[config.mk]
export PLATFORM = sky130hd
export DESIGN_NAME = seg_scan_driver
export DESIGN_NICKNAME = d
export VERILOG_FILES = /design/src/rtl/seg_scan_driver.sv
export SDC_FILE = /design/constraint.sdc
export NUM_CORES = 1
export LEC_CHECK = 0
export ABC_AREA = 1
export BUFFER_PORTS_ARGS = -buffer_cell sky130_fd_sc_hd__buf_2
export CORE_ASPECT_RATIO = 1.75
export CORE_UTILIZATION = 60
export CTS_CLUSTER_SIZE = 24
export DETAILED_ROUTE_END_ITERATION = 12
export GPL_ROUTABILITY_DRIVEN = 0
export PLACE_DENSITY = 0.85
export SETUP_SLACK_MARGIN = 0.02
export SYNTH_ARGS = -nofsm -noshare
export SYNTH_HDL_FRONTEND = slang
export SYNTH_SLANG_ARGS = --single-unit
[constraint.sdc]
create_clock -name clk -period 5 [get_ports clk]
set_input_delay 1 -clock clk [delete_from_list [all_inputs] [get_ports clk]]
set_output_delay 1 -clock clk [all_outputs]
set_load 0.005 [all_outputs]
[src/rtl/seg_scan_driver.sv]
// Time-multiplexes the eight nibbles of a 32-bit word onto one 7-segment decoder input.
// Drives active-low digit enables, with double buffering so a new word only appears at a frame boundary.
module seg_scan_driver #(
    parameter int CLK_DIV    = 50000,
    parameter int NUM_DIGITS = 8,
    parameter int LZ_BLANK   = 1
) (
    input  logic        clk,
    input  logic        reset,
    input  logic [31:0] value_in,
    input  logic        value_valid,
    output logic [31:0] digit_data,
    output logic [7:0]  an,
    output logic [2:0]  digit_idx,
    output logic        frame_done
);
    localparam int             PW   = (CLK_DIV > 1) ? $clog2(CLK_DIV) : 1;
    localparam logic [PW-1:0]  PMAX = PW'(CLK_DIV - 1);
    localparam logic [2:0]     LAST = 3'(NUM_DIGITS - 1);

    logic [PW-1:0]       prescaler;
    logic [31:0]         pending;
    logic [31:0]         frame;
    logic                tick;
    logic                wrap;
    logic                blank;
    logic [NUM_DIGITS:0] tail_zero;

    assign tick = (prescaler == PMAX);
    assign wrap = tick && (digit_idx == LAST);

    always_ff @(posedge clk or posedge reset) begin
        if (reset) begin
            prescaler  <= '0;
            digit_idx  <= '0;
            pending    <= '0;
            frame      <= '0;
            frame_done <= 1'b0;
        end else begin
            prescaler <= tick ? '0 : prescaler + PW'(1);
            if (tick)
                digit_idx <= wrap ? 3'd0 : digit_idx + 3'd1;
            if (value_valid)
                pending <= value_in;
            // A strobe landing on the wrap tick goes straight into the new frame.
            if (wrap)
                frame <= value_valid ? value_in : pending;
            frame_done <= wrap;
        end
    end

    // tail_zero[i]: nibbles i..NUM_DIGITS-1 of the displayed frame are all zero.
    assign tail_zero[NUM_DIGITS] = 1'b1;
    for (genvar g = 0; g < NUM_DIGITS; g++) begin : g_tz
        assign tail_zero[g] = tail_zero[g+1] && (frame[4*g +: 4] == 4'h0);
    end

    assign blank = (LZ_BLANK != 0) && (digit_idx != 3'd0) && tail_zero[digit_idx];

    always_comb begin
        digit_data = {28'b0, frame[{digit_idx, 2'b00} +: 4]};
        an         = 8'hFF;
        if (!blank)
            an = ~(8'b1 << digit_idx);
    end
endmodule

==> qor.csv, run 1 <==
stage;metric;value;unit
logic_synthesis;synth_ff_type;dfrtp_1;
grt;overflow;0;
detailed_routing;drt_iter0_drc;272;
clocking;worstSkewPairLatency;340;ps
grt;grt_pass1_vias;3105;
logic_synthesis;synthArstFlopShare;100.0;%
detailed_routing;vias;3191;
clocking;clk_path_buf_depth;2;
sta;setup_viol;0;
sta;slew_violations;0;
flow_run;max-cap-violations;0;
finish;fill_cells;535;
detailed_routing;wl;8557;µm
setup_path;cp_slowest_stage_delay;780;ps
logic_synthesis;synth_cells;470;
grt;grt_max_degree;47;
logic_synthesis;ys_ff_latch;84;
worst_hold_path;hp-start;prescaler[0];
setup_path;end_kind;output pin;
grt;grt_pass1_wl;14260;µm
logic_synthesis;yosys.cell_count.top_type;nand2_1;
logic_synthesis;yosysWarnings;0;
sta;relSlewSlack;49.37;%
clocking;cts_buffers;9;
sta;min_period_over_period;75.16;%
worst_hold_path;hold_end;prescaler[0];
setup_path;cp-start-kind;register;
setup_path;path_max_fanout;25;
worst_hold_path;holdPathStages;1;
clocking;ctsResizeCount;0;
logic_synthesis;synth_seq_area_share;49.81;%
setup_path;reg2reg_depth;5;
sta;fin_skew;3.214;ps
logic_synthesis;syn_area;0.004220;mm²
worst_hold_path;min_path_type;reg -> reg;
die;die_x;65.40;µm
logic_synthesis;yosysTopAreaCellShare;49.81;%
setup_path;regToRegSetupSlack;2660;ps
clocking;postCtsSetupBuffers;0;
sta;setup_tns;0;ps
die;core_area;0.006857;mm²
logic_synthesis;ys_types;32;
clocking;cts_tree;built;
setup_path;worstSetupPathType;reg -> out;
logic_synthesis;synth_edf_count;0;
setup_path;cp_cell_sequence;clkinv_1 -> o21ai_0 -> nand2_1 -> nor2_1 -> nand2_1 -> nand2_1 -> nand3_1 -> nand2_1 -> buf_2;
run_status;status;finished clean;
clocking;cts.sinks;84;
die;io_pins;79;
detailed_routing;vias_per_cell;5.283;
setup_path;cp_slowest_cell;dfrtp_1;
power_and_ir_drop;powerDensity;296.5;mW/mm²
die;rows;40;
clocking;postCtsHoldBufs;0;
sta;fmax;266.1;MHz
setup_path;critPathArrivalTime;2760;ps
clocking;clockRootBuffer;clkbuf_16;
placement;hpwl;6030;µm
detailed_routing;wl_per_cell;14.17;µm
detailed_routing;drc;0;
logic_synthesis;yosys.area.top_type;dfrtp_1;
die;initial_core_util;61.55;%
finish;diodes;0;
setup_path;r2r-end;frame[19];
detailed_routing;drtPass1Iterations;5;
clocking;htreeDepth;3;
finish;fin_nets;557;
finish;drive_gt1_share;19.62;%
die;fp.dieH;112.9;µm
logic_synthesis;yosys-top-cells-count;nand2_1, dfrtp_1, nor2_1;
grt;grt_antenna_before_repair;0;
setup_path;crit_required;4000;ps
grt;grt_use_total;26.15;%
power_and_ir_drop;irDropWorstVdd;0.2177;mV
detailed_routing;antenna_left;0;
sta;layout_min_cycle_time;3758;ps
clocking;clk_pin_slew_worst_paths;60;ps
power_and_ir_drop;p_leak;2.225;nW
setup_path;worstReg2RegStart;digit_idx[0];
finish;post-route-util;67.76;%
die;dieArea;0.007387;mm²
finish;syn2layout_area_growth;10.08;%
sta;finalHoldViolCount;0;
sta;rsz0062_at_grt;no;
sta;tightest_slew;757.3;ps
logic_synthesis;synth_area_per_cell;8.979;µm²
setup_path;crit_path_frequent_cell;nand2_1;
placement;portBuffers;50;
logic_synthesis;synth_area_leaders;dfrtp_1, nand2_1, mux2_2, buf_4, nor2_1;
-- cells in the final DEF, fill, tap and decap left out, drive strengths merged, types with 12 or more instances in the layout --
cell type,n
nand2,127
o21ai,32
nor2,42
nand3,13
buf,51
dfrtp,84
inv,36
clkbuf,14
mux2,32
a21oi,12
conb,28
-- power by group --
part | internal [mW] | switching (mW)
logic | 0.0329 | 0.0390
registers | 0.706 | 0.00642
clock network | 0.349 | 0.245
-- flip-flops by register name, summed over array words and instances (netlist names) --
name / count
pending: 32
prescaler: 16
frame: 32
frame_done: 1
digit_idx: 3
-- per-layer routing --
metal / GRT usage, % / share of wire, % / wire, µm / up-vias
li1: - / - / - / 1537
met1: 29.86 / 38 / 3280 / 1477
met2: 43.57 / 52 / 4468 / 148
met3: 7.258 / 6.2 / 530 / 29
met4: 13.91 / 3.2 / 277 / 0
met5: 0 / 0 / 0 / -
-- per-stage QoR --
step	std cells	instance area, µm²	setup slack (ps)	total power, mW	hold slack (ps)
after floorplan	497	4322	1835	0.7886	432.9
after global placement	588	4382	1780	0.7933	443.5
after detailed placement	588	4382	1691	0.7981	464.4
after CTS	604	4646	1321	1.391	471.6
after global routing	604	4646	985.8	1.430	495.2
final	604	4646	1242	1.378	464.6
-- worst max-delay path: cells and delay by family (launching register included) --
kind / cells / cell delay [ps]
buffers and inverters: 2 / 720
flip-flops: 1 / 780
AO/OA/AOI/OAI: 1 / 300
AND/OR/NAND/NOR: 6 / 620
-- cell type report --
type	count	area (µm²)	area share, %
inverter	39	147.6	3.178
clock buffer	14	254.0	5.467
clock inverter	2	10.01	0.2155
timing repair buffer	51	257.7	5.548
tap	84	105.1	2.262
multi-input combinational	330	1769	38.08
sequential	84	2102	45.25
-- worst max path at each step --
stage	from	end	slack, ps	depth (start not counted)
final	digit_idx[0]	an[6]	1240	9
after global routing	digit_idx[0]	an[7]	990	9
after CTS	digit_idx[0]	an[1]	1320	9
after detailed placement	digit_idx[0]	an[1]	1690	9
after global placement	digit_idx[0]	an[5]	1780	9
after floorplan	reset	digit_idx[0]	1830	1
-- logic make-up (layout without fill, tap and decap cells) --
logic type / Yosys count / in the layout / synth area share (%)
muxes: 32 / 32 / 8.538
adders and majority gates: 7 / 7 / 2.075
xor gates and xnor gates: 10 / 10 / 2.075
DFF: 84 / 84 / 49.81
AOI/OAI and AO/OA: 52 / 52 / 6.582
buffers and inverters: 83 / 106 / 10.67
other: 1 / 28 / 0.08886
and+or+nand+nor: 201 / 201 / 20.16
(Power assumes the default switching activity.)
==> run 2: changes to the inputs <==
--- a/config.mk
+++ b/config.mk
@@ -5,14 +5,14 @@
 export SDC_FILE = /design/constraint.sdc
 export NUM_CORES = 1
 export LEC_CHECK = 0
-export ABC_AREA = 1
+export ABC_AREA = 0
 export BUFFER_PORTS_ARGS = -buffer_cell sky130_fd_sc_hd__buf_2
 export CORE_ASPECT_RATIO = 1.75
-export CORE_UTILIZATION = 60
+export CORE_UTILIZATION = 55
 export CTS_CLUSTER_SIZE = 24
 export DETAILED_ROUTE_END_ITERATION = 12
 export GPL_ROUTABILITY_DRIVEN = 0
-export PLACE_DENSITY = 0.85
+export PLACE_DENSITY = 0.8
 export SETUP_SLACK_MARGIN = 0.02
 export SYNTH_ARGS = -nofsm -noshare
 export SYNTH_HDL_FRONTEND = slang
==> constraint.sdc (replaced) <==
create_clock -name clk -period 3.9 [get_ports clk]
set_input_delay 0.78 -clock clk [delete_from_list [all_inputs] [get_ports clk]]
set_output_delay 0.78 -clock clk [all_outputs]
set_load 0.005 [all_outputs]
==> qor.csv, run 2 <==
stage;metric;value;unit
run_status;status;finished clean;
die;rows;41;
power_and_ir_drop;powerDensity;415.8;mW/mm²
clocking;cts.sinks;84;
setup_path;worstSetupPathType;reg -> out;
grt;grt_max_degree;53;
power_and_ir_drop;intPower;1.472;mW
finish;fin_nets;393;
logic_synthesis;synthAdderAreaFrac;2.157;%
power_and_ir_drop;pwr-share-comb;7.4;%
detailed_routing;top_layer;met4;
grt;grt_antenna_before_repair;0;
die;die_x;66.96;µm
finish;most-common-layout-cells;dfrtp_1, buf_2, mux2_2, mux2_4, conb_1;
finish;layout_commonest_cell;dfrtp_1;
finish;post-route-util;63.00;%
logic_synthesis;synthArstFlopShare;100.0;%
logic_synthesis;synth_xor_area_share;2.588;%
detailed_routing;vias;2410;
sta;layout_min_cycle_time;3395;ps
sta;min_period_over_period;87.04;%
logic_synthesis;synth_area_per_cell;13.49;µm²
setup_path;cp_cell_sequence;inv_1 -> ha_1 -> nor3_1 -> nand3_1 -> o41a_1 -> o21ai_0 -> buf_2;
grt;grt_use_total;21.49;%
grt;grt_pass1_vias;2398;
logic_synthesis;synth_edf_count;0;
logic_synthesis;synth_cells;301;
detailed_routing;wl_met2;3800;µm
clocking;clk_pin_slew_worst_paths;60;ps
detailed_routing;drc;0;
finish;top_regs;frame (32), pending (32), prescaler (16);
logic_synthesis;syn_area;0.004061;mm²
clocking;clockRootBuffer;clkbuf_16;
placement;portBuffers;50;
setup_path;critPathArrivalTime;2610;ps
finish;drive_gt1_share;38.42;%
die;io_pins;79;
logic_synthesis;yosys.area.top_type;dfrtp_1;
logic_synthesis;synth_ff_type;dfrtp_1;
logic_synthesis;yosys-top-cells-count;dfrtp_1, buf_4, mux2_2;
sta;fmax;294.6;MHz
sta;fin_skew;4.623;ps
sta;finalHoldViolCount;0;
die;dieArea;0.007746;mm²
logic_synthesis;ys_types;38;
sta;setup_viol;0;
clocking;ctsResizeCount;0;
setup_path;cp_num_buf_inv;2;
logic_synthesis;synthSimpleGateAreaFrac;8.965;%
finish;syn2layout_area_growth;11.40;%
detailed_routing;wl;7273;µm
detailed_routing;antenna_left;0;
sta;rsz0062_at_grt;no;
logic_synthesis;synth_area_leaders;dfrtp_1, mux2_4, mux2_2, buf_4, mux4_2;
die;initial_core_util;56.55;%
clocking;cts_buffers;9;
worst_hold_path;min_path_type;reg -> reg;
power_and_ir_drop;p_sw;0.4096;mW
grt;grt_pass1_wl;11940;µm
detailed_routing;met1_length;2891;µm
clocking;worstSkewPairLatency;340;ps
setup_path;path_max_fanout;16;
clocking;postCtsHoldBufs;0;
clocking;htreeDepth;3;
clocking;clk_path_buf_depth;2;
power_and_ir_drop;swShare;21.77;%
power_and_ir_drop;pwr-share-clk;42.3;%
detailed_routing;dr_wl_met3;359;µm
logic_synthesis;synth_compound_area_share;1.725;%
finish;final_cell_area;0.004524;mm²
die;fp.dieH;115.7;µm
detailed_routing;vias_per_cell;5.477;
setup_path;cp_top_family;flip-flops;
detailed_routing;drtPass1Iterations;4;
setup_path;cp_slowest_stage_delay;710;ps
logic_synthesis;yosys.cell_count.top_type;dfrtp_1;
placement;hpwl;5277;µm
logic_synthesis;synthMuxAreaShare;25.11;%
setup_path;cp_slowest_cell;dfrtp_1;
sta;tightest_slew;851.8;ps
logic_synthesis;synth_top_family_by_area;multiplexers;
detailed_routing;wl_per_cell;16.53;µm
grt;overflow;0;
sta;relSlewSlack;43.15;%
finish;diodes;0;
logic_synthesis;yosysTopAreaCellShare;51.76;%
flow_run;max-cap-violations;0;
detailed_routing;drt_iter0_drc;145;
setup_path;end_kind;output pin;
sta;slew_violations;0;
logic_synthesis;ys_ff_latch;84;
clocking;cts_tree;built;
power_and_ir_drop;p_seq_share;50.3;%
clocking;postCtsSetupBuffers;0;
placement;place_area;0.004247;mm²
setup_path;crit_required;3120;ps
sta;setup_tns;0;ps
power_and_ir_drop;irDropWorstVdd;0.2447;mV
logic_synthesis;synth_seq_area_share;51.76;%
power_and_ir_drop;p_leak;2.236;nW
setup_path;cp-start-kind;register;
die;core_area;0.007182;mm²
logic_synthesis;yosysWarnings;0;
[run 2: path summary, 6_finish.rpt]
| check | cells after the start | slack, ps | from | end |
|---|---|---|---|---|
| worst max-delay path | 7 | 510 | digit_idx[1] | an[3] |
| worst min-delay path | 1 | 480 | pending[15] | pending[15] |
| worst max register to register | 5 | 1390 | prescaler[0] | frame[1] |
| worst min register to register | 1 | 480 | pending[15] | pending[15] |
| max in group asynchronous | 3 | 2410 | reset | pending[2] |
| min in group asynchronous | 2 | 580 | reset | pending[18] |
[run 2: cells by family (layout without fill, tap and decap cells)]
group / count (synthesis) / after routing
flip-flops: 84 / 84
multiplexers: 73 / 73
AND/OR/NAND/NOR: 68 / 68
buffers and inverters: 45 / 71
XOR/XNOR: 12 / 12
AO/OA/AOI/OAI: 11 / 11
adder cells (fa/ha/maj): 7 / 7
other: 1 / 28
[run 2: power by group through the flow]
stage / sequential (mW) / combinational [mW] / clock, mW
after CTS: 0.947 / 0.142 / 0.802
after floorplan: 0.951 / 0.123 / 0
after detailed placement: 0.963 / 0.141 / 0
after global routing: 0.952 / 0.156 / 0.829
after global placement: 0.959 / 0.137 / 0
final: 0.947 / 0.139 / 0.796
[run 2: area by class of cell]
type | instances | area (µm²)
Fill cell | 574 | 2658
Sequential cell | 84 | 2102
Multi-Input combinational cell | 199 | 1752
Clock buffer | 13 | 270.3
Timing Repair Buffer | 52 | 265.3
Tap cell | 86 | 107.6
Inverter | 5 | 20.02
Clock inverter | 1 | 7.507
[run 2: per-stage QoR]
stage                     std cells  total power, mW  hold slack, ps  worst slack, ps
after CTS                       440            1.892           487.9            531.3
after detailed placement        426            1.104           475.4            882.6
final                           440            1.881           484.4            505.3
after floorplan                 328            1.074           447.9            954.9
after global routing            440            1.937           511.5            364.5
after global placement          426            1.095           468.5             1016
[run 2: worst register-to-register path: cells and delay by family, from the launching register on]
family                     cells  cell delay [ps]
and+or+nand+nor                3             1360
muxes                          1              460
adders and majority gates      1              190
DFF                            1              390
[run 2: routing by layer]
layer  GRT usage (%)  vias up
met3           4.134       15
met2           35.35       84
met5               0        -
met4           13.19        0
met1           25.43     1212
li1                -     1099
==> run 3: changes to the inputs <==
--- a/config.mk
+++ b/config.mk
@@ -8,11 +8,11 @@
 export ABC_AREA = 0
 export BUFFER_PORTS_ARGS = -buffer_cell sky130_fd_sc_hd__buf_2
 export CORE_ASPECT_RATIO = 1.75
-export CORE_UTILIZATION = 55
+export CORE_UTILIZATION = 50
 export CTS_CLUSTER_SIZE = 24
 export DETAILED_ROUTE_END_ITERATION = 12
 export GPL_ROUTABILITY_DRIVEN = 0
-export PLACE_DENSITY = 0.8
+export PLACE_DENSITY_LB_ADDON = 0.1
 export SETUP_SLACK_MARGIN = 0.02
 export SYNTH_ARGS = -nofsm -noshare
 export SYNTH_HDL_FRONTEND = slang
==> constraint.sdc (replaced) <==
create_clock -name clk -period 3 [get_ports clk]
set_input_delay 0.6 -clock clk [delete_from_list [all_inputs] [get_ports clk]]
set_output_delay 0.6 -clock clk [all_outputs]
set_load 0.005 [all_outputs]
==> qor.csv, run 3 (same netlist as run 2, synthesis figures left out) <==
stage;metric;value;unit
run_status;status;finished clean;
sta;fmax;365.5;MHz
clocking;cts.sinks;84;
die;core_area;0.007909;mm²
power_and_ir_drop;p_sw;0.5761;mW
clocking;clk_path_buf_depth;2;
setup_path;crit_required;2400;ps
sta;setup_tns;0;ps
placement;portBuffers;50;
grt;overflow;0;
finish;diodes;0;
power_and_ir_drop;p_leak;2.260;nW
finish;final_cell_count_no_fill;448;
detailed_routing;drtPass1Iterations;4;
clocking;htreeDepth;3;
sta;min_period_over_period;91.19;%
clocking;ctsResizeCount;0;
finish;fin_nets;395;
power_and_ir_drop;swShare;22.86;%
clocking;clk_pin_slew_worst_paths;60;ps
die;die_x;70.13;µm
finish;layout_commonest_cell;dfrtp_1;
flow_run;max-cap-violations;0;
sta;finalHoldViolCount;0;
power_and_ir_drop;pwr-share-clk;43.8;%
detailed_routing;vias;2425;
detailed_routing;wl_per_cell;17.93;µm
sta;layout_min_cycle_time;2736;ps
clocking;worstSkewPairLatency;340;ps
setup_path;cp-start-kind;register;
setup_path;reg2reg_depth;5;
setup_path;crit_path_end;an[3];
grt;grt_pass1_wl;13170;µm
die;dieArea;0.008502;mm²
sta;rsz0062_at_grt;no;
grt;grt_antenna_before_repair;0;
setup_path;startpoint;digit_idx[0];
setup_path;r2r-end;frame[16];
sta;slew_violations;0;
finish;top_regs;frame (32), pending (32), prescaler (16);
grt;grt_max_degree;49;
power_and_ir_drop;irDropWorstVdd;0.3084;mV
finish;syn2layout_area_growth;12.78;%
grt;grt_use_total;21.00;%
detailed_routing;wl;8034;µm
power_and_ir_drop;intPower;1.944;mW
power_and_ir_drop;pwr-share-comb;7.4;%
worst_hold_path;min_path_type;in -> async;
detailed_routing;drt_iter0_drc;159;
detailed_routing;antenna_left;0;
placement;hpwl;5924;µm
clocking;clockRootBuffer;clkbuf_16;
power_and_ir_drop;p_seq_share;48.8;%
sta;fin_skew;6.907;ps
finish;most-common-layout-cells;dfrtp_1, buf_2, mux2_2, mux2_4, conb_1;
clocking;postCtsSetupBuffers;0;
detailed_routing;drc;0;
grt;grt_pass1_vias;2453;
die;rows;43;
setup_path;worstSetupPathType;reg -> out;
clocking;cts_tree;built;
detailed_routing;vias_per_cell;5.413;
finish;drive_gt1_share;39.39;%
clocking;cts_buffers;9;
sta;setup_viol;0;
power_and_ir_drop;powerDensity;550.1;mW/mm²
setup_path;worstReg2RegStart;prescaler[0];
clocking;postCtsHoldBufs;0;
setup_path;path_max_fanout;4;
die;fp.dieH;121.2;µm
setup_path;critPathArrivalTime;2140;ps
setup_path;end_kind;output pin;
die;initial_core_util;51.35;%
die;io_pins;79;
sta;tightest_slew;836.1;ps
sta;relSlewSlack;44.19;%
placement;dp.cells;432;
setup_path;regToRegSetupSlack;840;ps
==> run 3: critical path, cell delays in order, from the launching register on <==
cell,delay [ps]
dfrtp_1,340
inv_1,70
ha_1,240
nor3_1,240
nand3_1,100
o41a_1,480
o21ai_0,190
buf_2,140
==> run 3: worst min-delay path by stage <==
stage	start	end	slack (ps)	depth (start not counted)
after global placement	prescaler[0]	prescaler[0]	470	1
after detailed placement	pending[4]	pending[4]	470	1
after CTS	reset	frame[21]	420	2
after global routing	reset	pending[21]	470	2
after floorplan	prescaler[0]	prescaler[0]	450	1
final	reset	pending[21]	400	2
==> run 3: power groups by stage <==
stage | combinational [mW] | clock [mW] | sequential (mW)
6_report | 0.186 | 1.10 | 1.23
5_1_grt | 0.207 | 1.17 | 1.24
4_1_cts | 0.191 | 1.13 | 1.23
3_5_place_dp | 0.190 | 0 | 1.25
3_3_place_gp | 0.189 | 0 | 1.25
2_1_floorplan | 0.160 | 0 | 1.24
==> run 3: metrics by stage <==
step	utilization (%)	area, µm²	power, mW	hold WS, ps	setup WS, ps
final	57.92	4581	2.520	403.7	264.2
after floorplan	-	4163	1.396	447.9	234.9
after global routing	57.92	4581	2.610	466.9	119.2
after CTS	57.92	4581	2.554	422.2	269.2
after global placement	54.11	4279	1.437	467.2	723.1
after detailed placement	54.11	4279	1.442	470.6	672.1
==> run 3: cell type report <==
type,count,area (µm²)
fill,672,3328
inverter,5,20.02
clock inverter,7,76.32
multi-input combinational,199,1752
clock buffer,9,225.2
timing repair buffer,54,292.8
tap,90,112.6
sequential,84,2102
==> run 3: layer usage <==
layer / vias up / part of all wire [%] / global-route usage (%)
li1: 1108 / - / -
met4: 0 / 4.4 / 13.75
met1: 1223 / 41 / 26.03
met3: 19 / 2.8 / 3.322
met2: 75 / 52 / 33.77
met5: - / 0 / 0
